### src/rtl/matmul_pkg.sv
// rtl/matmul_pkg.sv - shared types, address map and helpers for the 4x4 matrix multiplier
package matmul_pkg;

    localparam int DATA_W = 16;

    localparam logic [8:0] A_BASE     = 9'h100;
    localparam logic [8:0] B_BASE     = 9'h110;
    localparam logic [8:0] C_BASE     = 9'h120;
    localparam logic [8:0] CTRL_ADDR  = 9'h180;
    localparam logic [8:0] LISTO_ADDR = 9'h184;

    typedef enum logic [2:0] {
        IDLE,
        RD_A,
        RD_B,
        MAC,
        WR_C,
        DONE
    } state_t;

    // Row-major element address inside a 4x4 block starting at base.
    function automatic logic [8:0] elem_addr(logic [8:0] base, logic [1:0] row, logic [1:0] col);
        return base + {5'd0, row, col};
    endfunction

endpackage

### src/rtl/mac_unit.sv
// rtl/mac_unit.sv - signed multiply-accumulate with clear-on-first-term
module mac_unit #(
    parameter int DATA_W = 16
) (
    input  logic              clk_i,
    input  logic              rst_i,
    input  logic              en_i,
    input  logic              clear_i,
    input  logic [DATA_W-1:0] a_i,
    input  logic [DATA_W-1:0] b_i,
    output logic [DATA_W-1:0] result_o
);

    localparam int ACC_W = 2 * DATA_W + 2;

    logic signed [2*DATA_W-1:0] prod;
    logic        [ACC_W-1:0]    prod_ext;
    logic        [ACC_W-1:0]    acc_d;
    logic        [ACC_W-1:0]    acc_q;

    always_comb begin
        prod     = $signed(a_i) * $signed(b_i);
        prod_ext = {{2{prod[2*DATA_W-1]}}, prod};
        // First term of a dot product overwrites instead of adding, so no separate clear cycle.
        acc_d    = clear_i ? prod_ext : acc_q + prod_ext;
    end

    always_ff @(posedge clk_i or posedge rst_i) begin
        if (rst_i) begin
            acc_q <= '0;
        end else if (en_i) begin
            acc_q <= acc_d;
        end
    end

    assign result_o = acc_q[DATA_W-1:0];

endmodule

### src/rtl/matmul_4x4_sequencer.sv
// rtl/matmul_4x4_sequencer.sv - walks i,j,k over the operand RAM computing C = A x B
module matmul_4x4_sequencer
    import matmul_pkg::*;
#(
    parameter int         DATA_W    = matmul_pkg::DATA_W,
    parameter logic [8:0] A_BASE    = matmul_pkg::A_BASE,
    parameter logic [8:0] B_BASE    = matmul_pkg::B_BASE,
    parameter logic [8:0] C_BASE    = matmul_pkg::C_BASE,
    parameter logic [8:0] CTRL_ADDR = matmul_pkg::CTRL_ADDR
) (
    input  logic              CLK,
    input  logic              ResetMaster,
    input  logic              Write,
    input  logic [8:0]        Address,
    input  logic [DATA_W-1:0] DataIn,
    output logic [8:0]        MemAddr,
    output logic              MemWe,
    output logic [DATA_W-1:0] MemWData,
    input  logic [DATA_W-1:0] MemRData,
    output logic              Busy,
    output logic              EnableListo
);

    state_t            state_q, state_d;
    logic [1:0]        i_q, i_d;
    logic [1:0]        j_q, j_d;
    logic [1:0]        k_q, k_d;
    logic [DATA_W-1:0] a_reg_q, a_reg_d;
    logic              mac_en;
    logic [DATA_W-1:0] acc_lo;

    mac_unit #(.DATA_W(DATA_W)) u_mac (
        .clk_i    (CLK),
        .rst_i    (ResetMaster),
        .en_i     (mac_en),
        .clear_i  (k_q == 2'd0),
        .a_i      (a_reg_q),
        .b_i      (MemRData),
        .result_o (acc_lo)
    );

    always_ff @(posedge CLK or posedge ResetMaster) begin
        if (ResetMaster) begin
            state_q <= IDLE;
            i_q     <= '0;
            j_q     <= '0;
            k_q     <= '0;
            a_reg_q <= '0;
        end else begin
            state_q <= state_d;
            i_q     <= i_d;
            j_q     <= j_d;
            k_q     <= k_d;
            a_reg_q <= a_reg_d;
        end
    end

    always_comb begin
        state_d     = state_q;
        i_d         = i_q;
        j_d         = j_q;
        k_d         = k_q;
        a_reg_d     = a_reg_q;
        mac_en      = 1'b0;
        MemAddr     = Address;
        MemWData    = acc_lo;
        MemWe       = 1'b0;
        Busy        = 1'b1;
        EnableListo = 1'b0;

        case (state_q)
            IDLE: begin
                Busy     = 1'b0;
                MemWData = DataIn;
                MemWe    = Write && (Address != CTRL_ADDR);
                if (Write && (Address == CTRL_ADDR) && DataIn[0]) begin
                    i_d     = '0;
                    j_d     = '0;
                    k_d     = '0;
                    state_d = RD_A;
                end
            end
            RD_A: begin
                MemAddr = elem_addr(A_BASE, i_q, k_q);
                state_d = RD_B;
            end
            RD_B: begin
                // A[i][k] arrives now, one cycle after its address was presented.
                MemAddr = elem_addr(B_BASE, k_q, j_q);
                a_reg_d = MemRData;
                state_d = MAC;
            end
            MAC: begin
                MemAddr = elem_addr(B_BASE, k_q, j_q);
                mac_en  = 1'b1;
                k_d     = k_q + 2'd1;
                state_d = (k_q == 2'd3) ? WR_C : RD_A;
            end
            WR_C: begin
                MemAddr = elem_addr(C_BASE, i_q, j_q);
                MemWe   = 1'b1;
                j_d     = j_q + 2'd1;
                if (j_q == 2'd3) begin
                    i_d = i_q + 2'd1;
                end
                state_d = (i_q == 2'd3 && j_q == 2'd3) ? DONE : RD_A;
            end
            DONE: begin
                EnableListo = 1'b1;
                state_d     = IDLE;
            end
            default: begin
                state_d = IDLE;
            end
        endcase
    end

endmodule

### config.mk
export PLATFORM = sky130hd
export DESIGN_NAME = matmul_4x4_sequencer
export DESIGN_NICKNAME = d
export VERILOG_FILES = /design/src/rtl/matmul_pkg.sv /design/src/rtl/mac_unit.sv /design/src/rtl/matmul_4x4_sequencer.sv
export SDC_FILE = /design/constraint.sdc
export NUM_CORES = 1
export LEC_CHECK = 0
export ABC_AREA = 0
export CAP_MARGIN = 20
export CORE_MARGIN = 4
export CORE_UTILIZATION = 60
export DETAILED_ROUTE_END_ITERATION = 16
export MAX_ROUTING_LAYER = met4
export PLACE_DENSITY = 0.84
export SLEW_MARGIN = 20
export SYNTH_ARGS = -nofsm -noshare
export SYNTH_HDL_FRONTEND = slang
export SYNTH_SLANG_ARGS = --single-unit
export TNS_END_PERCENT = 1
### constraint.sdc
create_clock -name CLK -period 7.95 [get_ports CLK]
set_input_delay 1.1925 -clock CLK [delete_from_list [all_inputs] [get_ports CLK]]
set_output_delay 1.1925 -clock CLK [all_outputs]
set_load 0.02 [all_outputs]
* Word-level counts from Yosys, hierarchy flattened
Index checks and enable logic that the tools add are counted.
** Storage, ports and cells
- Bits in registers :: 59
- Bits of input ports :: 44
- Output and inout port bits :: 28
- Logic and storage cells :: 54
** Operators by class
- $add $sub $neg :: 7
- $mul :: 1
- Equal/unequal tests :: 12
- Multiplexer cells :: 16
- Reductions and logical operators :: 12
** Operators by type and width (number)
- $add 34x34->34 :: 1
- $mux 34 :: 1
- $mul 16x16->32 :: 1
- $add 9x4->9 const A :: 3
- $pmux 9 s3 :: 1
- $mux 16 :: 1
- $pmux 3 s5 :: 1
- $pmux 2 s2 :: 3
- $eq 9x9->1 const B :: 1
- $mux 3 :: 3
- $ne 9x9->1 const B :: 1
- $add 2x1->2 const B :: 3
- $eq 2x2->1 const B :: 3
- $eq 3x2->1 const B :: 2
- $eq 3x3->1 const B :: 2
- $logic_and 1x1->1 :: 4
- $mux 2 :: 2
- $ne 2x2->1 const B :: 2
- $reduce_and 2->1 :: 2
- $reduce_bool 2->1 :: 2
- $eq 3x1->1 const B :: 1
- $logic_not 3->1 :: 1
- $mux 1 :: 3
- $reduce_and 3->1 :: 1
- other kinds (3) :: 3

* Logic depth before layout (Yosys ltp)
Gate-level depths: netlist of the first run.
- Depth in word-level cells :: 5
- Gate-level depth with buffers :: 28
- Depth with buffers taken out :: 27

* Cells and area by module
Synthesis of the first run repeated with hierarchy kept, for this count alone.
** Second synthesis, totals
- Cell total of the unflattened synthesis :: 801
- Area total of the unflattened synthesis :: 7060.5 um2
** Modules (own cells, without submodules)
- mac_unit :: times used 1, cells each 656, area an instance 5495.3 um2, seq. area each 400.4 um2
- matmul_4x4_sequencer :: times used 1, cells each 145, area an instance 1565.3 um2, seq. area each 625.6 um2

* Worst setup path before layout of the first run
No wires, ideal clock.
- Path kind :: input port to flip-flop
- Start :: input MemRData[6]
- End :: register u_mac.acc_q[15]
- Setup time :: 0.126 ns
- Data arrival time :: 7.107 ns
- Data required time :: 7.824 ns
- Slack :: 0.717 ns
- Cell stages on the path :: 24
- Buffers on the path :: 1
- Cell sequence :: clkbuf_1 and2_1 fa_1 inv_1 fa_1 fa_1 fa_1 inv_1 fa_1 inv_1 fa_1 inv_1 ha_1 nand3_1 nand2_1 a41o_1 nor2_1 xnor2_1 ha_1 a21o_1 a31oi_4 o21ai_2 mux4_2 a221o_1
** Between the ends
- Cells in the longest elaborated chain, start to end :: 3
** Ends and longest elaborated chain
- start, declared :: RTL line matmul_4x4_sequencer.sv:19 : input logic [DATA_W-1:0] MemRData,
- $mul 16x16->32 (*) :: RTL line mac_unit.sv:22 : prod = $signed(a_i) * $signed(b_i);
- $add 34x34->34 :: RTL line mac_unit.sv:25 : acc_d = clear_i ? prod_ext : acc_q + prod_ext;
- $mux 34 (*) :: RTL line mac_unit.sv:25
- end signal, assigned :: RTL line mac_unit.sv:30 : acc_q <= '0;
- end signal, assigned :: RTL line mac_unit.sv:32 : acc_q <= acc_d;
- end, declared :: RTL line mac_unit.sv:19 : logic [ACC_W-1:0] acc_q;
Every way passes the cells marked *; elsewhere a longest branch is shown, timed or not.
A chain may end at the register's enable or synchronous reset.

* Final worst setup path of the first run
Same ends and word-level chain as after synthesis.

==> reports/results.ini, run 1 <==
[timing]
setup_viol = 0
fmax_mhz = 130
fin_ws_ns = 0.276
timing.slew.headroom_pct = 50.3
slew_violations = 0
worst_pin_slew_ns = 0.746
post-route-min-period_ns = 7.67
hold_viol = 0
rsz0062_at_grt = false
skew_ns = 0.00351
period_share_pct = 96.5

[cts]
clkLatencyLatePin_ns = 0.30
postCtsSetupBuffers = 0
clock-sinks = 41
clkSlewWorstSetupHoldPaths_ns = 0.06
htreeDepth = 2
tritoncts = built
ctsLongestPathBuffers = 2
clockRootBuffer = clkbuf_16
cts_buffers = 5
cts_hold_buffers = 0

[grt]
overflow = 0
grt_max_degree = 42
grt_pass1_wl_mm = 28.0
grt_antenna_before_repair = 0
grt_pass1_vias = 6023
track_usage_pct = 26.9

[synthesis]
syn_avg_cell_area_um2 = 8.75
async_reset_ff_share_pct = 100
ys_types = 51
yosysWarningCount = 0
synth_top_cell_area_share_pct = 22.9
synth_largest_area_cell = fa_1
synth_edf_count = 0
syn_inst = 800
syn-num-nets = 1005
ys_seq_elements = 41
synthFlopType = dfrtp_1
synth-seq-area-share_pct = 14.7
synth_area_um2 = 7000
synth.area.top_cells = fa_1 23%, dfrtp_1 15%, ha_1 14%, inv_1 7.4%, and2_1 6.0%

[finish]
final_cell_mix = 138 x inv_1, 102 x nand2_1, 81 x ha_1
syn_to_final_growth_pct = 14.7
drive_above_1_share_pct = 7.44
layout.nets = 1064
final_common_cell = inv_1
diodes = 0

[worst_setup_path]
worstPathRequired_ns = 8.13
max_stage_delay_ns = 0.56
crit_path_end_kind = flip-flop
worstPathCellList = clkdlybuf4s50_1, and2_1, fa_1, inv_1, fa_1, fa_1, fa_1, inv_1, fa_1, inv_1, fa_1, inv_1, ha_1, nand3_1, nand2_1, a41o_1, o41ai_1, xnor2_1, ha_1, nand2_1, o21ai_2, mux4_2, a221o_1
cp_common_cell = fa_1
reg2reg_slack_ns = 1.13
worstPathMaxFanout = 7
crit_family = adder cells
crit_slowest_cell = fa_1
start_kind = input port
critPathBufInv = 5
path_class = in -> reg
arrival_ns = 7.85

[placement]
io_buffers = 71
dp_hpwl_mm = 13.3
place_ws_ns = -0.0170
place.gp.congestion = 0.949

[floorplan]
die_w_um = 116
io_pins = 72
die_h_um = 116
start_util_pct = 61.3
fp.coreArea_um2 = 11400
die_area_um2 = 13500
rows = 39

[job]
drv_cap = 0

[detailed_routing]
wl_mm = 16.3
post-route-drc-count = 0
drtIter0Drc = 312
drtAntennaViolNets = 0
num_vias = 5606
drt_pre_antenna_iters = 5
viasPerCell = 5.59
avgRoutedWirePerCell_um = 16.3

[min_path]
worstHoldPathType = reg -> reg

[status]
status = finished clean

## sequential cells by signal, indices dropped and copies added, names as in the netlist
register and flops:
a_reg_q 16, i_q 2, j_q 2, k_q 2, state_q 3, u_mac.acc_q 16
## through the flow
step	TNS (ns)	util, %	cell area (um^2)	hold slack, ns	cells
3_3_place_gp	0	68.9	7870	0.496	995
5_1_grt	0	70.3	8030	0.552	1003
3_5_place_dp	-0.0170	68.9	7870	0.507	995
4_1_cts	0	70.2	8020	0.521	1003
2_1_floorplan	0	-	7000	0.463	800
6_report	0	70.3	8030	0.512	1003
## routing by layer
| layer | wire [um] | track usage [%] | up-vias |
|---|---|---|---|
| met2 | 8340 | 45.8 | 156 |
| li1 | - | - | 2644 |
| met1 | 6960 | 33.7 | 2776 |
| met5 | 0 | - | - |
| met3 | 758 | 4.18 | 30 |
| met4 | 293 | 6.50 | 0 |
## area by class of cell
class | instances | area [um^2]
clock buffer | 5 | 125
clock inverter | 3 | 25.0
fill | 861 | 3390
inverter | 138 | 518
multi-input combinational | 588 | 5340
sequential | 41 | 1030
tap | 143 | 179
timing repair buffer | 85 | 816
## repair_timing
action,CTS,global route
hold endpoints to repair,0,0
gates resized for setup,0,1
setup endpoints to repair,0,1
## synth_stat cells, types with 2 or more instances
master and count:
a22oi_1 3, and3_1 3, mux2i_1 5, a41o_1 3
and2_1 67, o41ai_1 2, ha_1 81, xnor2_1 45
xor2_1 12, a21o_1 6, o21ai_1 2, a22o_1 3
nor3_1 7, nor4b_1 2, nor2b_1 6, inv_1 138
o21bai_1 3, clkbuf_1 32, o21ai_0 23, nand2_1 102
fa_1 80, a32oi_1 2, dfrtp_1 41, nand2b_1 4
nor2_1 36, mux2_2 32, nand3_1 8, or2_2 2
a21oi_1 28
## worst min-delay path: cells and delay by family (launching register included)
family,cells,cell delay [ns]
flops,1,0.37
simple gates,1,0.05
compound gates,1,0.06
## cell families (layout without fill, tap and decap cells)
kind of cell    after synthesis  after routing  synth area share [%]
compound gates               91             91                  8.99
xor+xnor                     57             57                  7.13
fa+ha+maj                   162            162                  37.5
buf+inv                     171            231                  9.17
flops                        41             41                  14.7
mux                          38             38                  6.18
simple gates                240            240                  16.4
## worst paths after layout
path,end,cells after the start,from
max,u_mac.acc_q[15],23,MemRData[6]
min,u_mac.acc_q[13],2,u_mac.acc_q[13]
max reg2reg,u_mac.acc_q[15],22,a_reg_q[4]
min reg2reg,u_mac.acc_q[13],2,u_mac.acc_q[13]
max in group asynchronous,u_mac.acc_q[14],3,ResetMaster
min in group asynchronous,a_reg_q[15],3,ResetMaster
Power of run 1 is left out: the tool's default activity adds up to more than one toggle a clock period on the data nets, which glitch-free logic cannot reach.
==> inputs of run 2 (changes only) <==
- clock period: 7.95 -> 9.5 ns (I/O delays scaled with it)
==> reports/results.ini, run 2 (same netlist as run 1, synthesis figures left out) <==
[floorplan]
die_area_um2 = 13500
die_w_um = 116
die_h_um = 116
fp.coreArea_um2 = 11400
start_util_pct = 61.3
rows = 39
io_pins = 72

[grt]
grt_pass1_vias = 5925
track_usage_pct = 26.3
grt_antenna_before_repair = 0
grt_use_met3_pct = 3.71
top_usage_layer = met2
grt.met1_usage_pct = 33.1
overflow = 0
met2_usage_pct = 45.5
grt_max_degree = 42
grt_pass1_wl_mm = 27.6

[finish]
final_common_cell = inv_1
drive_above_1_share_pct = 6.35
syn_to_final_growth_pct = 13.6
reg_top3 = a_reg_q: 16 flops, u_mac.acc_q: 16 flops, state_q: 3 flops
layout.nets = 1055
diodes = 0
final_cell_mix = 138 x inv_1, 102 x nand2_1, 81 x ha_1

[cts]
cts_hold_buffers = 0
clock-sinks = 41
post_cts_resized = 0
clkSlewWorstSetupHoldPaths_ns = 0.06
clkLatencyLatePin_ns = 0.29
ctsLongestPathBuffers = 2
htreeDepth = 2
cts_buffers = 5
clockRootBuffer = clkbuf_16
postCtsSetupBuffers = 0
tritoncts = built

[worst_setup_path]
start_kind = input port
startpoint = MemRData[3]
path_class = in -> reg
r2r_start = a_reg_q[4]
worstPathRequired_ns = 9.68
crit_path_end_kind = flip-flop
worstPathMaxFanout = 14
cp-endpoint = u_mac.acc_q[15]
reg2reg_slack_ns = 2.49
r2r.worst_path.cells = 22
rr_endpoint = u_mac.acc_q[15]
arrival_ns = 8.44

[detailed_routing]
avgRoutedWirePerCell_um = 16.3
drtAntennaViolNets = 0
num_vias = 5571
drtIter0Drc = 390
wl_mm = 16.2
viasPerCell = 5.60
post-route-drc-count = 0
drt_pre_antenna_iters = 5

[job]
drv_cap = 0

[min_path]
worstHoldPathType = reg -> reg

[timing]
period_share_pct = 86.9
slew_violations = 0
fmax_mhz = 121
skew_ns = 0.00643
setup_viol = 0
rsz0062_at_grt = false
hold_ws_ns = 0.516
post-route-min-period_ns = 8.26
worst_pin_slew_ns = 0.740
timing.slew.headroom_pct = 50.7
final.setup.tns_ns = 0
hold_viol = 0

[placement]
dp_hpwl_mm = 13.0
io_buffers = 71
place.gp.congestion = 0.914

[status]
status = finished clean

==> run 2: cell types whose count changed in the layout (fill, tap and decap cells not counted) <==
cell and change:
buf_4 -9, o41ai_1 +1, o41ai_2 -1
==> run 2: final cells by class <==
cell class	count	area (um^2)
Sequential cell	41	1030
Inverter	138	518
Clock buffer	5	125
Fill cell	907	3460
Clock inverter	3	25.0
Multi-Input combinational cell	588	5330
Timing Repair Buffer	76	748
Tap cell	143	179
==> run 2: metal layers <==
metal | wire length [um] | vias to the layer above
met3 | 772 | 32
met2 | 8450 | 174
met4 | 257 | 0
li1 | - | 2625
met5 | 0 | -
met1 | 6700 | 2740
==> run 2: through the flow <==
step | instance area, um^2 | utilization (%) | worst slack [ns] | std cells
after floorplan | 7000 | - | 2.03 | 800
after global placement | 7800 | 68.3 | 1.35 | 986
after detailed placement | 7800 | 68.3 | 1.02 | 986
after CTS | 7950 | 69.7 | 1.33 | 994
after global routing | 7950 | 69.7 | 1.01 | 994
final | 7950 | 69.7 | 1.24 | 994
==> run 2: worst min-delay path by stage <==
| stage | slack, ns | from | to | depth (start not counted) |
|---|---|---|---|---|
| after floorplan | 0.46 | u_mac.acc_q[14] | u_mac.acc_q[14] | 2 |
| after global placement | 0.49 | a_reg_q[15] | a_reg_q[15] | 1 |
| after detailed placement | 0.50 | u_mac.acc_q[7] | u_mac.acc_q[7] | 2 |
| after CTS | 0.52 | u_mac.acc_q[7] | u_mac.acc_q[7] | 2 |
| after global routing | 0.55 | a_reg_q[15] | a_reg_q[15] | 1 |
| final | 0.52 | u_mac.acc_q[7] | u_mac.acc_q[7] | 2 |
==> run 2: critical path: stages <==
cell             delay (ns)
clkdlybuf4s50_1        0.85
nand2_1                0.16
fa_1                   0.58
fa_1                   0.45
fa_1                   0.48
fa_1                   0.49
inv_1                  0.05
fa_1                   0.52
inv_1                  0.05
fa_1                   0.52
inv_1                  0.04
ha_1                   0.37
nand3_1                0.11
nand2_1                0.05
a41o_1                 0.21
o41ai_1                0.44
xnor2_1                0.21
ha_1                   0.38
nand2_1                0.09
o21ai_2                0.15
mux4_2                 0.51
a221o_1                0.26
Power of run 2 is left out for the same reason.
